$ cat src/rtl/key_search_pkg.sv
// Shared types and helpers for the RC4 key-search coordinator and its arbiter.
package key_search_pkg;

  typedef enum logic [2:0] {
    IDLE,
    LAUNCH,
    SEARCH,
    FOUND,
    FAIL
  } coord_state_t;

  localparam int          KEY_W_DEFAULT     = 24;
  localparam int unsigned KEY_LIMIT_DEFAULT = 32'h0040_0000;

  // Lowest set bit wins; an all-zero vector yields index 0.
  function automatic logic [3:0] first_set_idx(input logic [15:0] vec);
    logic [3:0] idx;
    idx = '0;
    for (int i = 15; i >= 0; i--) begin
      if (vec[i]) idx = 4'(i);
    end
    return idx;
  endfunction

endpackage

$ cat src/rtl/key_search_coordinator_if.sv
// Coordinator <-> core-array bundle: launch parameters out, solution/exhaustion flags back.
interface key_search_coordinator_if #(
  parameter int NUM_CORES = 4,
  parameter int KEY_W     = 24
);
  logic [NUM_CORES-1:0]       core_start;
  logic [NUM_CORES*KEY_W-1:0] core_base_key;
  logic [KEY_W-1:0]           core_range_len;
  logic [NUM_CORES-1:0]       core_solution;
  logic [NUM_CORES*KEY_W-1:0] core_key;
  logic [NUM_CORES-1:0]       core_exhausted;
  logic                       stop;

  modport master (
    output core_start, core_base_key, core_range_len, stop,
    input  core_solution, core_key, core_exhausted
  );

  modport slave (
    input  core_start, core_base_key, core_range_len, stop,
    output core_solution, core_key, core_exhausted
  );
endinterface

$ cat src/rtl/key_search_coordinator_arbiter.sv
// Fixed-priority encoder: the lowest requesting index wins.
module lowest_index_arbiter
  import key_search_pkg::*;
#(
  parameter int N = 4
) (
  input  logic [N-1:0] req,
  output logic         valid,
  output logic [3:0]   idx
);

  logic [15:0] padded;

  always_comb begin
    padded        = '0;
    padded[N-1:0] = req;
  end

  assign valid = |req;
  assign idx   = first_set_idx(padded);

endmodule

$ cat src/rtl/key_search_coordinator.sv
// Launches NUM_CORES key-search cores over equal key-space slices, then latches
// the first solution (lowest core index on ties), total exhaustion, or a timeout.
module key_search_coordinator
  import key_search_pkg::*;
#(
  parameter int          NUM_CORES      = 4,
  parameter int          KEY_W          = KEY_W_DEFAULT,
  parameter int unsigned KEY_LIMIT      = KEY_LIMIT_DEFAULT,
  parameter int unsigned TIMEOUT_CYCLES = 0
) (
  input  logic                      clk,
  input  logic                      reset,
  input  logic                      go,
  key_search_coordinator_if.master  cores,
  output logic                      busy,
  output logic                      found,
  output logic [KEY_W-1:0]          found_key,
  output logic [3:0]                found_core,
  output logic                      fail,
  output logic [31:0]               elapsed
);

  localparam int unsigned RANGE = KEY_LIMIT / NUM_CORES;

  coord_state_t               state;
  logic [NUM_CORES-1:0]       exhausted_mask;
  logic [NUM_CORES-1:0]       start_q;
  logic                       stop_q;
  logic [NUM_CORES*KEY_W-1:0] base_q;
  logic [KEY_W-1:0]           range_q;

  logic                 sol_valid;
  logic [3:0]           sol_idx;
  logic [KEY_W-1:0]     sol_key;
  logic [NUM_CORES-1:0] exhausted_now;
  logic                 timeout_hit;

  lowest_index_arbiter #(.N(NUM_CORES)) u_arb (
    .req   (cores.core_solution),
    .valid (sol_valid),
    .idx   (sol_idx)
  );

  assign sol_key       = cores.core_key[int'(sol_idx)*KEY_W +: KEY_W];
  assign exhausted_now = exhausted_mask | cores.core_exhausted;
  assign timeout_hit   = (TIMEOUT_CYCLES != 0) && (elapsed == 32'(TIMEOUT_CYCLES - 1));

  assign busy                 = (state == LAUNCH) || (state == SEARCH);
  assign cores.core_start     = start_q;
  assign cores.core_base_key  = base_q;
  assign cores.core_range_len = range_q;
  assign cores.stop           = stop_q;

  // Slice layout never changes; registered so the cores see clean flop outputs.
  always_ff @(posedge clk) begin
    if (reset) begin
      base_q  <= '0;
      range_q <= '0;
    end else begin
      for (int i = 0; i < NUM_CORES; i++) begin
        base_q[i*KEY_W +: KEY_W] <= KEY_W'(32'(i) * RANGE);
      end
      range_q <= KEY_W'(RANGE);
    end
  end

  always_ff @(posedge clk) begin
    if (reset) begin
      state          <= IDLE;
      start_q        <= '0;
      stop_q         <= 1'b0;
      found          <= 1'b0;
      fail           <= 1'b0;
      found_key      <= '0;
      found_core     <= '0;
      elapsed        <= '0;
      exhausted_mask <= '0;
    end else begin
      start_q <= '0;
      case (state)
        IDLE, FOUND, FAIL: begin
          // Results are cleared on entry so they already read zero during LAUNCH.
          if (go) begin
            state          <= LAUNCH;
            start_q        <= '1;
            stop_q         <= 1'b0;
            found          <= 1'b0;
            fail           <= 1'b0;
            found_key      <= '0;
            found_core     <= '0;
            elapsed        <= '0;
            exhausted_mask <= '0;
          end
        end
        LAUNCH: state <= SEARCH;
        SEARCH: begin
          if (elapsed != 32'hFFFF_FFFF) elapsed <= elapsed + 32'd1;
          exhausted_mask <= exhausted_now;
          if (sol_valid) begin
            found      <= 1'b1;
            found_key  <= sol_key;
            found_core <= sol_idx;
            stop_q     <= 1'b1;
            state      <= FOUND;
          end else if ((&exhausted_now) || timeout_hit) begin
            fail   <= 1'b1;
            stop_q <= 1'b1;
            state  <= FAIL;
          end
        end
        default: state <= IDLE;
      endcase
    end
  end

endmodule

$ cat src/flat_wrapper.sv
// flat-port wrapper written by rule: the top's interface ports become plain ports
module key_search_coordinator_flat import key_search_pkg::*;
#(
  parameter int          NUM_CORES      = 4,
  parameter int          KEY_W          = KEY_W_DEFAULT,
  parameter int unsigned KEY_LIMIT      = KEY_LIMIT_DEFAULT,
  parameter int unsigned TIMEOUT_CYCLES = 0
)
  (clk, reset, go, busy, found, found_key, found_core, fail, elapsed, cores_core_start, cores_core_base_key, cores_core_range_len, cores_stop, cores_core_solution, cores_core_key, cores_core_exhausted);
  key_search_coordinator_if #(.NUM_CORES(NUM_CORES), .KEY_W(KEY_W)) cores_i ();
  input  logic clk;
  input  logic reset;
  input  logic go;
  output logic busy;
  output logic found;
  output logic [KEY_W-1:0] found_key;
  output logic [3:0] found_core;
  output logic fail;
  output logic [31:0] elapsed;
  output wire logic [$bits(cores_i.core_start)-1:0] cores_core_start;
  output wire logic [$bits(cores_i.core_base_key)-1:0] cores_core_base_key;
  output wire logic [$bits(cores_i.core_range_len)-1:0] cores_core_range_len;
  output wire logic [$bits(cores_i.stop)-1:0] cores_stop;
  input wire logic [$bits(cores_i.core_solution)-1:0] cores_core_solution;
  input wire logic [$bits(cores_i.core_key)-1:0] cores_core_key;
  input wire logic [$bits(cores_i.core_exhausted)-1:0] cores_core_exhausted;
  assign cores_core_start = cores_i.core_start;
  assign cores_core_base_key = cores_i.core_base_key;
  assign cores_core_range_len = cores_i.core_range_len;
  assign cores_stop = cores_i.stop;
  assign cores_i.core_solution = cores_core_solution;
  assign cores_i.core_key = cores_core_key;
  assign cores_i.core_exhausted = cores_core_exhausted;
  key_search_coordinator #(.NUM_CORES(NUM_CORES), .KEY_W(KEY_W), .KEY_LIMIT(KEY_LIMIT), .TIMEOUT_CYCLES(TIMEOUT_CYCLES)) u_core (.clk(clk), .reset(reset), .go(go), .cores(cores_i), .busy(busy), .found(found), .found_key(found_key), .found_core(found_core), .fail(fail), .elapsed(elapsed));
endmodule
$ cat config.mk
export PLATFORM = sky130hd
export DESIGN_NAME = key_search_coordinator_flat
export DESIGN_NICKNAME = d
export VERILOG_FILES = /design/src/rtl/key_search_pkg.sv /design/src/rtl/key_search_coordinator_if.sv /design/src/rtl/key_search_coordinator_arbiter.sv /design/src/rtl/key_search_coordinator.sv /design/src/flat_wrapper.sv
export SDC_FILE = /design/constraint.sdc
export NUM_CORES = 1
export LEC_CHECK = 0
export ABC_AREA = 1
export BUFFER_PORTS_ARGS = -buffer_cell sky130_fd_sc_hd__buf_2
export CAP_MARGIN = 20
export CORE_MARGIN = 3
export CORE_UTILIZATION = 46
export CTS_CLUSTER_SIZE = 12
export DETAILED_ROUTE_END_ITERATION = 8
export GPL_TIMING_DRIVEN = 0
export PLACE_DENSITY = 0.8
export SYNTH_ARGS = -nofsm -noshare
export SYNTH_HDL_FRONTEND = slang
export SYNTH_SLANG_ARGS = --single-unit
$ cat constraint.sdc
create_clock -name clk -period 2.01 [get_ports clk]
set_input_delay 0.402 -clock clk [delete_from_list [all_inputs] [get_ports clk]]
set_output_delay 0.402 -clock clk [all_outputs]
set_load 0.01 [all_outputs]
; ---- Yosys cells after proc, flatten, opt, wreduce, memory -nomap -nowiden
; Index checks and enable logic that the tools add are counted.
[totals]
out_inout_bits = 188
ff_bits = 189
inputBits = 107
elab_cells = 69
[classes]
eq_ne = 11
n_bitwise = 2
n_reduce_logical = 13
add_sub_neg = 1
n_mux = 29
shifts = 1
n_mul = 1
[ops]
columns = op, n
row1 = $shiftx A96 B32 Y24, 1
row2 = $mux W94, 1
row3 = $mux W32, 2
row4 = $pmux W32 S2, 1
row5 = $mux W24, 2
row6 = $pmux W24 S2, 1
row7 = $add A32 B1 Y32 const B, 1
row8 = $ne A32 B32 Y1 const B, 1
row9 = $mux W4, 6
row10 = $mux W21, 1
row11 = $pmux W4 S2, 2
row12 = $mux W3, 3
row13 = $pmux W3 S3, 1
row14 = $reduce_and A3 Y1, 3
row15 = $ne A2 B2 Y1 const B, 4
row16 = $reduce_and A4 Y1, 2
row17 = $eq A3 B2 Y1 const B, 2
row18 = $mul A4 B2 Y6 const B, 1
row19 = $pmux W1 S2, 3
row20 = $mux W1, 5
row21 = $or A4 B4 Y4, 1
row22 = $reduce_and A2 Y1, 2
row23 = $reduce_or A4 Y1, 1
row24 = $eq A3 B1 Y1 const B, 1
row25 = other kinds (10), 10

; ---- Longest topological paths before layout
[logic_depth]
word_depth = 8
mapped_depth = 11
ltp_nobuf = 11

; ---- Modules after synthesis
; From an unflattened synthesis, not the netlist that was laid out.
[hier_totals]
cells_unflattened = 853
hier_area_um2 = 5459.0
[by_module_without_submodules]
columns = module, seq_area_each_um2, area_per_inst_um2, cells_per_inst, instances
row1 = key_search_coordinator, 1441.4, 5393.9, 841, 1
row2 = lowest_index_arbiter, 0.0, 65.1, 12, 1

; ---- Worst setup path before layout
; No wires, ideal clock.
[synth_timing]
path_type = register -> register
startpoint = register u_core.elapsed[0]
endpoint = register u_core.elapsed[3]
arrival_time_ns = 1.776
setup_time_ns = 0.069
slack_ns = 0.166
t_required_ns = 1.941
path_buffers = 2
path_stages_with_launch = 12
path_cell_list = dfxtp_1 > ha_1 > nand2_1 > nor2_4 > nand2_4 > nor2_8 > nand3_2 > nand2_2 > buf_6 > buf_8 > nand2_1 > a21oi_2
[synth_between]
elab_chain_cells = 3
elab_cells_between_ends = 6
classes_between = add/sub: 1 / eq/ne: 2 / mux: 2 / reduce/logical: 1
[synth_lines]
columns = element, line
row1 = start: declaration, key_search_coordinator.sv:20  ; output logic [31:0] elapsed
row2 = start signal: assignment, key_search_coordinator.sv:97  ; if (elapsed != 32'hFFFF_FFFF) elapsed <= elapsed + 32'd1;
row3 = $add A32 B1 Y32 / $ne A32 B32 Y1 (equally long branches), key_search_coordinator.sv:97
row4 = $mux W32 / $ne A2 B2 Y1 (equally long branches), n/a
row5 = $pmux W32 S2 / $reduce_and A3 Y1 (equally long branches), n/a
; Several ways; a longest one is shown, not always the timed one. The select of a mux whose other input is x is not followed.
; A chain may end at the register's enable or synchronous reset.

; ---- Final worst setup path
[layout_timing]
startpoint = register u_core.state[1]
endpoint = output port busy
[layout_between]
elab_chain_cells = 2
elab_cells_between_ends = 3
classes_between = eq/ne: 2 / reduce/logical: 1
[layout_lines]
columns = element, line
row1 = start: declaration, key_search_coordinator.sv:25  ; coord_state_t state;
row2 = start signal: assignment, key_search_coordinator.sv:69  ; state <= IDLE;
row3 = start signal: assignment, key_search_coordinator.sv:84  ; state <= LAUNCH;
row4 = start signal: assignment, key_search_coordinator.sv:95  ; LAUNCH: state <= SEARCH;
row5 = $eq A3 B1 Y1 / $eq A3 B2 Y1 (equally long branches), key_search_coordinator.sv:48  ; assign busy = (state == LAUNCH) || (state == SEARCH);
row6 = $logic_or A1 B1 Y1 (*), key_search_coordinator.sv:48
row7 = end: declaration, flat_wrapper.sv:14  ; output logic busy;
; Every way passes the cells marked *; elsewhere a longest branch is shown, timed or not.

==> flow_summary_export.csv <==
group,metric,value,unit
routing,viasPerCell,4.54,
worst_hold_path,hold_class,"in -> reg",
global_routing,grt_pass1_vias,5415,
clock_network,cts_inserted_buffers,9,
setup_path,reg2regPathDepth,11,
die,die_h,114,µm
setup_path,critical_path.top_delay_family,"simple AND/OR/NAND/NOR gates",
yosys,yosys.area.top_type,"dfxtp_1",
timing,finalSetupViolCount,0,
timing,period_share,95.0,%
yosys,synth.area.top_cells,"dfxtp_1 (26%), nand2_1 (20%), buf_4 (17%)",
global_routing,grt_start_max_net_pins,14,
routing,detail-route-antenna-nets,0,
setup_path,cp_slowest_stage_delay,0.41,ns
setup_path,required,1.61,ns
setup_path,critPathKind,"reg -> out",
clock_network,clockBufferDepth,2,
setup_path,crit_path_end_kind,"output pin",
routing,via_count,6025,
timing,drv_slew,0,
yosys,yosysWarnings,0,
routing,route.detailed.drc,0,
global_routing,grt_usage,24.2,%
status,status,"completed",
finish,multi_input_comb_area,3040,µm²
worst_hold_path,hold_start,"cores_core_exhausted[0]",
routing,wirelength,16600,µm
finish,nets,1287,
finish,area_growth,35.9,%
power,p_leak,0.00399,µW
setup_path,worstPathCellList,"nand2_1 > nor2_4 > inv_1 > nand2_1 > buf_2",
global_routing,antenna_found_initial,2,
placement,io_buffers,176,
clock_network,cts_tree,"yes",
die,rows,38,
yosys,synthTopCellsByCount,"nand2_1 (277), nand3_1 (149), buf_4 (124)",
setup_path,rrSetupSlack,0.14,ns
worst_hold_path,min_to,"u_core.exhausted_mask[0]",
timing,worst_slew_pin_slew,0.648,ns
worst_hold_path,holdPathStages,3,
setup_path,timing.rr.start,"u_core.elapsed[0]",
timing,slew_headroom,56.8,%
yosys,synth_seq_cells,70,
yosys,synth_seq_area_share,26.3,%
timing,fin_crit,1.91,ns
routing,drt-initial-drc-count,374,
setup_path,slowest_stage,"dfxtp_1",
timing,setup-tns-final,0,ns
yosys,synth_top_area_share,26.3,%
clock_network,cts-root-buf,"clkbuf_16",
global_routing,grt_pass1_wl,25500,µm
clock_network,hold_buffers,0,
finish,regArea,1410,µm²
setup_path,critPathLaunch,"u_core.state[1]",
routing,drt_pass1_iterations,5,
clock_network,path_clk_slew,0.06,ns
power,p_per_area,643,nW/µm²
yosys,synth_ff_type,"dfxtp_1",
timing,hold_viol,0,
yosys,netlist-cell-type-count,34,
setup_path,crit_top_cell,"nand2_1",
yosys,synth_edf_count,0,
yosys,syn_area,5330,µm²
finish,drive_above_1_share,31.8,%
setup_path,crit_buf_inv,2,
setup_path,arrival,1.51,ns
clock_network,clk-insertion-delay-late,0.33,ns
die,die-area,12900,µm²
placement,place.gp.congestion,0.954,
timing,max_freq,524,MHz
timing,worst_clock_skew,0.00790,ns
finish,fillers,1041,
yosys,synth.most_common_cell,"nand2_1",
yosys,syn_avg_cell_area,6.11,µm²
routing,detail_route.wl_per_cell,12.5,µm
clock_network,cts.sinks,70,
setup_path,crit_fanout,7,
die,num_io_pins,295,
placement,hpwlAfterDp,13300,µm
yosys,async_flop_share,0,%
die,die_w,114,µm
die,fp.coreArea,11100,µm²
die,start_util,48.1,%
run,maxCapViolCount,0,
power,ir_drop,0.000631,V
clock_network,htree_num_levels,3,
yosys,netlist_instances,873,
timing,whs,0.335,ns
setup_path,critPathLaunchType,"flip-flop",
setup_path,reg2reg_to,"u_core.elapsed[18]",
global_routing,grt_overflow,0,
## report_power, final
group          internal, µW  leakage (µW)  switching [µW]
logic                   511       0.00326             720
clock network          1220      0.000162             650
registers              1480      0.000570            81.3
## worst register-to-register path: cells and delay by family, from the launching register on
family	cells	cell delay [ns]
AOI/OAI and AO/OA	1	0.13
and+or+nand+nor	7	0.80
adders and majority gates	1	0.20
DFF	1	0.37
buffers and inverters	2	0.30
## cells by family (layout without fill, tap and decap cells)
kind of cell    count (synthesis)  in the layout  synth area share, %
simple gates                  528            528                 42.9
buf+inv                       228            423                 25.5
flops                          70             70                 26.3
other cells                     1            119               0.0703
compound gates                 45             45                 5.02
fa+ha+maj                       1              1                0.235
## layout make-up
| class | instances | area share (%) |
|---|---|---|
| Antenna cell | 2 | 0.0691 |
| Buffer | 156 | 15.1 |
| Clock buffer | 9 | 3.11 |
| Clock inverter | 7 | 1.69 |
| Inverter | 72 | 3.73 |
| Multi-Input combinational cell | 691 | 42.0 |
| Sequential cell | 70 | 19.4 |
| Tap cell | 140 | 2.42 |
| Timing Repair Buffer | 179 | 12.5 |
## through the flow
stage | utilization, % | area, µm² | worst slack (ns) | power (µW) | instances
after global routing | 65.4 | 7250 | -0.00354 | 4880 | 1326
final | 65.4 | 7250 | 0.101 | 4660 | 1326
after floorplan | - | 5770 | 0.166 | 2410 | 989
after global placement | 61.6 | 6820 | -0.0934 | 2770 | 1305
after CTS | 64.9 | 7190 | 0.0155 | 4630 | 1323
after detailed placement | 61.6 | 6820 | -0.121 | 2780 | 1305
## layer usage
metal  vias up  global-route usage (%)  wire [µm]
li1       3126                       -          -
met1      2612                    27.7       6280
met2       252                    44.3       8600
met3        35                    4.19       1210
met4         0                    9.94        482
met5         -                       0          0
## registers in the layout, indices dropped and copies added (netlist names)
signal,flops
u_core.found_core,2
u_core.cores.stop,1
u_core.cores.core_base_key,1
u_core.found_key,24
u_core.cores.core_start,1
u_core.state,3
u_core.fail,1
u_core.exhausted_mask,4
u_core.found,1
u_core.elapsed,32
## cell usage in the layout, fill, tap and decap left out, types with 2 or more instances in the layout
master and n:
diode_2 2, nand2_2 9, buf_1 2, buf_2 183, nand2_4 2, o21ai_1 3
o21a_1 2, nor2_2 4, a21oi_1 20, or2_2 5, nor2_4 4, buf_4 128
nand3b_1 4, inv_2 2, nand3_1 149, nand2_1 277, dfxtp_1 67, clkinv_4 2
conb_1 117, nor2_1 67, bufinv_16 3, clkbuf_1 16, dfxtp_2 2, clkbuf_2 2
buf_6 2, nand4_1 3, o21ai_0 6, clkinvlp_4 2, a21oi_2 11, inv_1 69
clkbuf_16 9
## worst max-delay path by stage
stage / to / depth (start not counted)
global placement: u_core.found_key[2] / 10
floorplan: u_core.elapsed[3] / 11
detailed placement: u_core.found_key[4] / 10
global route: u_core.elapsed[18] / 11
CTS: u_core.elapsed[5] / 11
finish: busy / 5
## repair_timing
action                     CTS  global route
hold endpoints to repair     0             0
gates resized for setup      0            20
pin swaps                    1             1
setup endpoints to repair   20            50
buffers inserted             2             1
Power figures use the tool's default switching activity.
